### src/rtl/adpll_lock_ctrl.sv
// ADPLL lock controller: COARSE step/divider search, FINE decimated steering, LOCKED monitoring.
// Optional COARSE residency timeout is compiled in with `define ADPLL_LOCK_TIMEOUT_EN.
module adpll_lock_ctrl #(
  parameter int counterSize = 16,
  parameter int DWELL       = 8,
  parameter int N_REV       = 4,
  parameter int DEC         = 4,
  parameter int LOCK_COUNT  = 64
) (
  input  logic                   clkUD,
  input  logic                   reset,
  input  logic                   enable,
  input  logic                   pd_up,
  input  logic                   pd_down,
  input  logic [counterSize-1:0] ctrl_word,
  output logic                   up_out,
  output logic                   down_out,
  output logic [1:0]             div_select,
  output logic [1:0]             state,
  output logic                   locked,
  output logic                   lock_lost,
  output logic                   timeout
);

  localparam int DW_W  = $clog2(DWELL + 1);
  localparam int REV_W = $clog2(N_REV + 1);
  localparam int LC_W  = $clog2(LOCK_COUNT + 1);
  localparam int ACC_W = $clog2(DEC + 1) + 1;

  localparam logic [DW_W-1:0]         DW_MAX  = DW_W'(DWELL);
  localparam logic [REV_W-1:0]        REV_MAX = REV_W'(N_REV);
  localparam logic [LC_W-1:0]         LC_MAX  = LC_W'(LOCK_COUNT);
  localparam logic signed [ACC_W-1:0] ACC_ONE = ACC_W'(1);
  localparam logic signed [ACC_W-1:0] ACC_MAX = ACC_W'(DEC);
  localparam logic signed [ACC_W-1:0] ACC_MIN = -ACC_MAX;

  typedef enum logic [1:0] {
    S_IDLE   = 2'b00,
    S_COARSE = 2'b01,
    S_FINE   = 2'b10,
    S_LOCKED = 2'b11
  } state_t;

  state_t                   r_state, w_state_nxt;
  logic                     r_up, w_up_nxt;
  logic                     r_dn, w_dn_nxt;
  logic [1:0]               r_div, w_div_nxt;
  logic                     r_locked;
  logic                     r_lost, w_lost_nxt;
  logic [DW_W-1:0]          r_dwell, w_dwell_nxt;
  logic [DW_W-1:0]          r_satc, w_satc_nxt;
  logic [REV_W-1:0]         r_rev, w_rev_nxt;
  logic                     r_last_vld, w_last_vld_nxt;
  logic                     r_last_up, w_last_up_nxt;
  logic signed [ACC_W-1:0]  r_acc, w_acc_nxt;
  logic [LC_W-1:0]          r_lock_cnt, w_lock_nxt;
`ifdef ADPLL_LOCK_TIMEOUT_EN
  localparam logic [10:0]   RES_LEN = 11'd1024;
  logic [10:0]              r_res, w_res_nxt;
  logic                     r_tmo, w_tmo_nxt;
`endif

  logic                     w_sat_hi, w_sat_lo, w_sat;
  logic                     w_req_up, w_req_dn;
  logic                     w_acc_up, w_acc_dn;
  logic signed [ACC_W-1:0]  w_acc_inc, w_acc_dec;

  assign w_sat_hi  = &ctrl_word;
  assign w_sat_lo  = ~|ctrl_word;
  assign w_sat     = w_sat_hi | w_sat_lo;
  assign w_req_up  = pd_up & ~pd_down;
  assign w_req_dn  = pd_down & ~pd_up;
  // A step is only accepted when it would not push the counter past its rail.
  assign w_acc_up  = w_req_up & ~w_sat_hi;
  assign w_acc_dn  = w_req_dn & ~w_sat_lo;
  assign w_acc_inc = r_acc + ACC_ONE;
  assign w_acc_dec = r_acc - ACC_ONE;

  always_comb begin
    w_state_nxt    = r_state;
    w_up_nxt       = 1'b0;
    w_dn_nxt       = 1'b0;
    w_div_nxt      = r_div;
    w_lost_nxt     = 1'b0;
    w_dwell_nxt    = r_dwell;
    w_satc_nxt     = '0;
    w_rev_nxt      = r_rev;
    w_last_vld_nxt = r_last_vld;
    w_last_up_nxt  = r_last_up;
    w_acc_nxt      = r_acc;
    w_lock_nxt     = r_lock_cnt;
`ifdef ADPLL_LOCK_TIMEOUT_EN
    w_res_nxt      = '0;
    w_tmo_nxt      = 1'b0;
`endif
    case (r_state)
      S_IDLE: begin
        w_dwell_nxt    = '0;
        w_rev_nxt      = '0;
        w_last_vld_nxt = 1'b0;
        w_last_up_nxt  = 1'b0;
        w_acc_nxt      = '0;
        w_lock_nxt     = '0;
        if (enable) w_state_nxt = S_COARSE;
      end
      S_COARSE: begin
        w_up_nxt = w_acc_up;
        w_dn_nxt = w_acc_dn;
        if ((r_dwell == DW_MAX) && w_sat_hi && w_req_up) begin
          if (r_div != 2'b00) w_div_nxt = r_div - 2'b01;
          w_dwell_nxt = '0;
        end else if ((r_dwell == DW_MAX) && w_sat_lo && w_req_dn) begin
          if (r_div != 2'b11) w_div_nxt = r_div + 2'b01;
          w_dwell_nxt = '0;
        end else if (r_dwell != DW_MAX) begin
          w_dwell_nxt = r_dwell + DW_W'(1);
        end
        if (w_acc_up || w_acc_dn) begin
          if (r_last_vld && (r_last_up != w_acc_up)) w_rev_nxt = r_rev + REV_W'(1);
          w_last_vld_nxt = 1'b1;
          w_last_up_nxt  = w_acc_up;
        end
        if (w_rev_nxt == REV_MAX) begin
          w_state_nxt    = S_FINE;
          w_acc_nxt      = '0;
          w_lock_nxt     = '0;
          w_rev_nxt      = '0;
          w_last_vld_nxt = 1'b0;
        end
`ifdef ADPLL_LOCK_TIMEOUT_EN
        else begin
          w_res_nxt = r_res + 11'd1;
          // Residency expiry restarts the search from the nominal divider.
          if (w_res_nxt == RES_LEN) begin
            w_div_nxt = 2'b01;
            w_tmo_nxt = 1'b1;
            w_res_nxt = '0;
            w_rev_nxt = '0;
          end
        end
`endif
      end
      S_FINE, S_LOCKED: begin
        if (w_req_up) begin
          if (w_acc_inc == ACC_MAX) begin
            w_up_nxt  = 1'b1;
            w_acc_nxt = '0;
          end else begin
            w_acc_nxt = w_acc_inc;
          end
        end else if (w_req_dn) begin
          if (w_acc_dec == ACC_MIN) begin
            w_dn_nxt  = 1'b1;
            w_acc_nxt = '0;
          end else begin
            w_acc_nxt = w_acc_dec;
          end
        end
        if (r_state == S_FINE) begin
          if (w_sat) begin
            w_lock_nxt = '0;
            w_satc_nxt = r_satc + DW_W'(1);
            if (w_satc_nxt == DW_MAX) begin
              w_state_nxt    = S_COARSE;
              w_rev_nxt      = '0;
              w_last_vld_nxt = 1'b0;
            end
          end else begin
            w_lock_nxt = r_lock_cnt + LC_W'(1);
            if (w_lock_nxt == LC_MAX) w_state_nxt = S_LOCKED;
          end
        end else if (w_sat) begin
          w_state_nxt    = S_COARSE;
          w_lost_nxt     = 1'b1;
          w_rev_nxt      = '0;
          w_last_vld_nxt = 1'b0;
        end
      end
      default: w_state_nxt = S_IDLE;
    endcase
    if (!enable) begin
      w_state_nxt = S_IDLE;
      w_up_nxt    = 1'b0;
      w_dn_nxt    = 1'b0;
      w_div_nxt   = r_div;
      w_lost_nxt  = 1'b0;
`ifdef ADPLL_LOCK_TIMEOUT_EN
      w_tmo_nxt   = 1'b0;
`endif
    end
  end

  always_ff @(posedge clkUD) begin
    if (reset) begin
      r_state    <= S_IDLE;
      r_up       <= 1'b0;
      r_dn       <= 1'b0;
      r_div      <= 2'b01;
      r_locked   <= 1'b0;
      r_lost     <= 1'b0;
      r_dwell    <= '0;
      r_satc     <= '0;
      r_rev      <= '0;
      r_last_vld <= 1'b0;
      r_last_up  <= 1'b0;
      r_acc      <= '0;
      r_lock_cnt <= '0;
`ifdef ADPLL_LOCK_TIMEOUT_EN
      r_res      <= '0;
      r_tmo      <= 1'b0;
`endif
    end else begin
      r_state    <= w_state_nxt;
      r_up       <= w_up_nxt;
      r_dn       <= w_dn_nxt;
      r_div      <= w_div_nxt;
      r_locked   <= (w_state_nxt == S_LOCKED);
      r_lost     <= w_lost_nxt;
      r_dwell    <= w_dwell_nxt;
      r_satc     <= w_satc_nxt;
      r_rev      <= w_rev_nxt;
      r_last_vld <= w_last_vld_nxt;
      r_last_up  <= w_last_up_nxt;
      r_acc      <= w_acc_nxt;
      r_lock_cnt <= w_lock_nxt;
`ifdef ADPLL_LOCK_TIMEOUT_EN
      r_res      <= w_res_nxt;
      r_tmo      <= w_tmo_nxt;
`endif
    end
  end

  assign up_out     = r_up;
  assign down_out   = r_dn;
  assign div_select = r_div;
  assign state      = r_state;
  assign locked     = r_locked;
  assign lock_lost  = r_lost;
`ifdef ADPLL_LOCK_TIMEOUT_EN
  assign timeout    = r_tmo;
`else
  assign timeout    = 1'b0;
`endif

endmodule

### config.mk
export PLATFORM = sky130hd
export DESIGN_NAME = adpll_lock_ctrl
export DESIGN_NICKNAME = d
export VERILOG_FILES = /design/src/rtl/adpll_lock_ctrl.sv
export SDC_FILE = /design/constraint.sdc
export NUM_CORES = 1
export LEC_CHECK = 0
export CORE_AREA = 2 2 79 81
export DETAILED_ROUTE_END_ITERATION = 16
export DIE_AREA = 0 0 81 83
export GPL_TIMING_DRIVEN = 0
export PLACE_DENSITY = 0.53
export RECOVER_POWER = 100
export SETUP_SLACK_MARGIN = 0.15
export SLEW_MARGIN = 10
export SYNTH_ARGS = -nofsm -noshare
export SYNTH_HDL_FRONTEND = slang
export SYNTH_SLANG_ARGS = --single-unit
### constraint.sdc
create_clock -name clkUD -period 5.4 [get_ports clkUD]
set_input_delay 0.54 -clock clkUD [delete_from_list [all_inputs] [get_ports clkUD]]
set_output_delay 0.54 -clock clkUD [all_outputs]
set_load 0.05 [all_outputs]
==> impl_results.rst <==
.. list-table::
   :header-rows: 1

   * - Metric
     - Value
   * - Detailed-placement wirelength estimate
     - 4100 um
   * - R2R Path Start
     - state[1]$_SDFF_PP0_
   * - HP Start
     - r_satc[0]$_SDFF_PP0_
   * - Launch point of the worst path
     - ctrl_word[5]
   * - Final period demand of the worst path
     - 3.26 ns
   * - Number of cells after detailed placement
     - around 360
   * - Outcome
     - finished clean
   * - Final WL
     - 5450 um
   * - CORE AREA
     - just under 6000 sq um
   * - Top cells by area, synth
     - sky130_fd_sc_hd__dfxtp_1 (31%), sky130_fd_sc_hd__ha_1 (6.1%), sky130_fd_sc_hd__nand2_1 (5.1%), sky130_fd_sc_hd__nor2_1 (4.2%), sky130_fd_sc_hd__o21ai_0 (3.2%)
   * - Post-synthesis net count
     - between 200 and 300
   * - Unrepaired setup endpoints after global routing
     - no
   * - Total global routing track utilization
     - 0.173
   * - Power density cells
     - ~190 nW/um^2
   * - Max-slew violations
     - 0
   * - Routed length per placed instance
     - between 10 and 15 um
   * - VDD IR-drop max
     - 0.102 mV
   * - Post-layout instance count excluding filler cells
     - roughly 370
   * - Clock-pin slew reported for the worst setup and hold paths after clock tree synthesis
     - 0.07 ns
   * - Antenna violations before repair
     - 0
   * - Clock tree sinks
     - 32
   * - Buffers on Ports
     - 28
   * - Sum of negative setup slack
     - 0 ns
   * - I/O pin count
     - 30
   * - Largest net degree at the start of global routing
     - 12
   * - Detailed-route via count
     - ~2100
   * - Cts hold-fix bufs
     - 0
   * - Number of DRC violations after detailed routing
     - 0
   * - Required time of the critical path
     - 5.53 ns
   * - Number of iterations in the first detailed-routing pass
     - 4
   * - Unique cell type count in the Yosys netlist
     - 58
   * - Height of the die
     - slightly above 80 um
   * - Number of maximum-capacitance constraint violations
     - 0
   * - Maximum clock rate
     - between 300 and 400 MHz
   * - Multi-input combinational cell area
     - ~1300 sq um
   * - CP Class
     - in -> reg
   * - Yosys warnings
     - 0
   * - Signal arrival time at the worst endpoint
     - between 3 and 4 ns
   * - Transition time at the pin with the least slew margin
     - about 0.67 ns
   * - Share of Yosys cell area claimed by the top area cell type
     - 0.310
   * - First-pass GRT wire length
     - approximately 9400 um
   * - Std-Cell Rows
     - 28
   * - Launching element type of the critical path
     - primary input
   * - Area taken by flip-flops and latches
     - 641 sq um
   * - Worst Skew
     - about 0.0060 ns
   * - CTS tree
     - built
   * - Depth of the CTS H-tree
     - 2
   * - Final cycle utilization of the critical path
     - 0.604
   * - Fraction of the yosys area taken by sequential cells
     - 0.310
   * - Fin. Hold Viols
     - 0
   * - Via count of the first global-routing pass
     - around 2000
   * - Worst-skew pair later-pin latency
     - 0.28 ns
   * - Post-detailed-route count of antenna-violating nets
     - 0
   * - Overall die width
     - 81 um
   * - Final setup violation count
     - 0
   * - Number of buffers inserted to repair setup after CTS
     - 0
   * - Vias per cell
     - ~5.6
   * - Initial DRC Count
     - 127
   * - Die Footprint
     - roughly 6700 sq um
   * - Cell with the most instances after synthesis
     - sky130_fd_sc_hd__dfxtp_1
   * - Grt ovf
     - 0
   * - Area growth, synth to finish
     - 21.5%
   * - Number of synthesized register bits
     - 32
   * - Hold Path Class
     - reg -> reg
   * - Commonest register cell after synthesis
     - sky130_fd_sc_hd__dfxtp_1
   * - Gate Count Post-Synth
     - 260
   * - Number of diodes added for antenna fixing
     - 0
   * - Share of layout cells above drive strength 1
     - 0.0405
   * - Layout Nets
     - roughly 330
   * - Area of the mapped netlist
     - between 2000 and 2500 sq um
   * - Asr flop ratio synth
     - 0
   * - Top cells by instance count after synthesis
     - sky130_fd_sc_hd__dfxtp_1 (32), sky130_fd_sc_hd__nand2_1 (28), sky130_fd_sc_hd__nor2_1 (23)
   * - Synth Area per Inst
     - roughly 7.9 sq um
   * - Initial core utilization
     - 0.355
   * - Max Fanout on Critical Path
     - 8
   * - Synth area leader
     - sky130_fd_sc_hd__dfxtp_1
   * - Count of filler cells inserted in the layout
     - ~620
   * - Worst max-slew margin expressed relative to the limit
     - 0.555
   * - Root buffer cell
     - sky130_fd_sc_hd__clkbuf_8
   * - Element type at the critical path end
     - flip-flop
   * - Number of synthesized flops with an enable pin
     - 0
   * - Final estimated routing congestion in global placement
     - a little under 0.8
   * - Leakage power figure
     - slightly above 0.9 nW
   * - CTS-repair resized insts
     - 0
   * - Maximum root-to-sink buffer count
     - 2
   * - Number of buffers created by CTS
     - 5
-- per-stage QoR --
step | setup WS, ns | hold slack (ns) | instance area (sq um) | power (mW) | utilization
after detailed placement | 2.33 | 0.473 | 2440 | 0.300 | 0.419
final | 2.14 | 0.483 | 2510 | 0.484 | 0.431
after global routing | 1.98 | 0.521 | 2510 | 0.505 | 0.431
after global placement | 2.32 | 0.456 | 2440 | 0.300 | 0.419
after floorplan | 3.10 | 0.434 | 2060 | 0.274 | -
after CTS | 2.61 | 0.489 | 2530 | 0.489 | 0.434
-- cells in the final DEF (no fill, tap or decap), types with 3 or more instances in the layout --
master,netlist,routed
sky130_fd_sc_hd__a211o_1,3,3
sky130_fd_sc_hd__a211oi_1,3,3
sky130_fd_sc_hd__a21oi_1,11,11
sky130_fd_sc_hd__a221oi_1,3,3
sky130_fd_sc_hd__a22oi_1,3,3
sky130_fd_sc_hd__a31oi_1,8,8
sky130_fd_sc_hd__and3_1,4,4
sky130_fd_sc_hd__clkbuf_1,7,7
sky130_fd_sc_hd__clkbuf_8,0,5
sky130_fd_sc_hd__clkdlybuf4s50_1,0,17
sky130_fd_sc_hd__dfxtp_1,32,32
sky130_fd_sc_hd__dlygate4sd3_1,0,11
sky130_fd_sc_hd__ha_1,10,10
sky130_fd_sc_hd__inv_1,11,11
sky130_fd_sc_hd__mux2i_1,4,4
sky130_fd_sc_hd__nand2_1,28,28
sky130_fd_sc_hd__nand3_1,7,7
sky130_fd_sc_hd__nand3b_1,5,5
sky130_fd_sc_hd__nand4_1,6,7
sky130_fd_sc_hd__nor2_1,23,24
sky130_fd_sc_hd__nor2b_1,7,7
sky130_fd_sc_hd__nor3_1,7,7
sky130_fd_sc_hd__nor4_1,6,6
sky130_fd_sc_hd__o21ai_0,13,13
sky130_fd_sc_hd__o21ai_1,3,3
sky130_fd_sc_hd__o22ai_1,4,4
sky130_fd_sc_hd__or4_1,3,3
sky130_fd_sc_hd__xnor2_1,3,3
sky130_fd_sc_hd__xor2_1,3,3
-- cell families after synthesis --
| kind of cell | share of synthesized area |
|---|---|
| buf+inv | 0.0382 |
| fa+ha+maj | 0.0606 |
| mux | 0.0194 |
| xor+xnor | 0.0255 |
| compound gates | 0.250 |
| flops | 0.310 |
| other cells | 0.00182 |
| simple gates | 0.294 |
-- routing by layer --
| metal | wire, um | track usage | vias to the layer above |
|---|---|---|---|
| li1 | - | - | 1059 |
| met1 | 2700 | 0.238 | 970 |
| met2 | 2380 | 0.273 | 52 |
| met3 | 292 | 0.0380 | 6 |
| met4 | 68 | 0.0401 | 0 |
| met5 | 0 | 0 | - |
-- report_power, final --
part | switching (mW) | internal [mW] | total [mW]
logic | 0.0288 | 0.0246 | 0.0535
clock network | 0.100 | 0.0899 | 0.190
registers | 0.00239 | 0.238 | 0.240
-- area by class of cell --
type	instances	area share
Timing Repair Buffer	28	0.112
Clock inverter	3	0.00749
Inverter	12	0.0180
Buffer	8	0.0135
Tap cell	75	0.0374
Clock buffer	5	0.0274
Sequential cell	32	0.255
Multi-Input combinational cell	208	0.529
-- final timing paths --
check                           slack, ns                          to  cells past startpoint
worst min-delay path                 0.48        r_satc[0]$_SDFF_PP0_                      1
worst max register to register       2.93  r_lock_cnt[3]$_SDFFE_PP0P_                      7
worst min register to register       0.48        r_satc[0]$_SDFF_PP0_                      1
worst max-delay path                 2.14         state[0]$_SDFF_PP0_                      7
-- critical path: stages --
cell                            delay [ns]
sky130_fd_sc_hd__dlygate4sd3_1        0.55
sky130_fd_sc_hd__nand4_1              0.23
sky130_fd_sc_hd__o41a_1               0.54
sky130_fd_sc_hd__o31ai_1              0.59
sky130_fd_sc_hd__mux2i_1              0.19
sky130_fd_sc_hd__nor2_1               0.54
sky130_fd_sc_hd__a221oi_1             0.20
-- sequential cells by signal (all words and copies together), names as in the netlist --
signal and flops:
div_select 2, down_out 1, lock_lost 1, locked 1, r_acc 4, r_dwell 4
r_last_up 1, r_last_vld 1, r_lock_cnt 7, r_rev 3, r_satc 4, state 2
up_out 1
(Power assumes the default switching activity.)
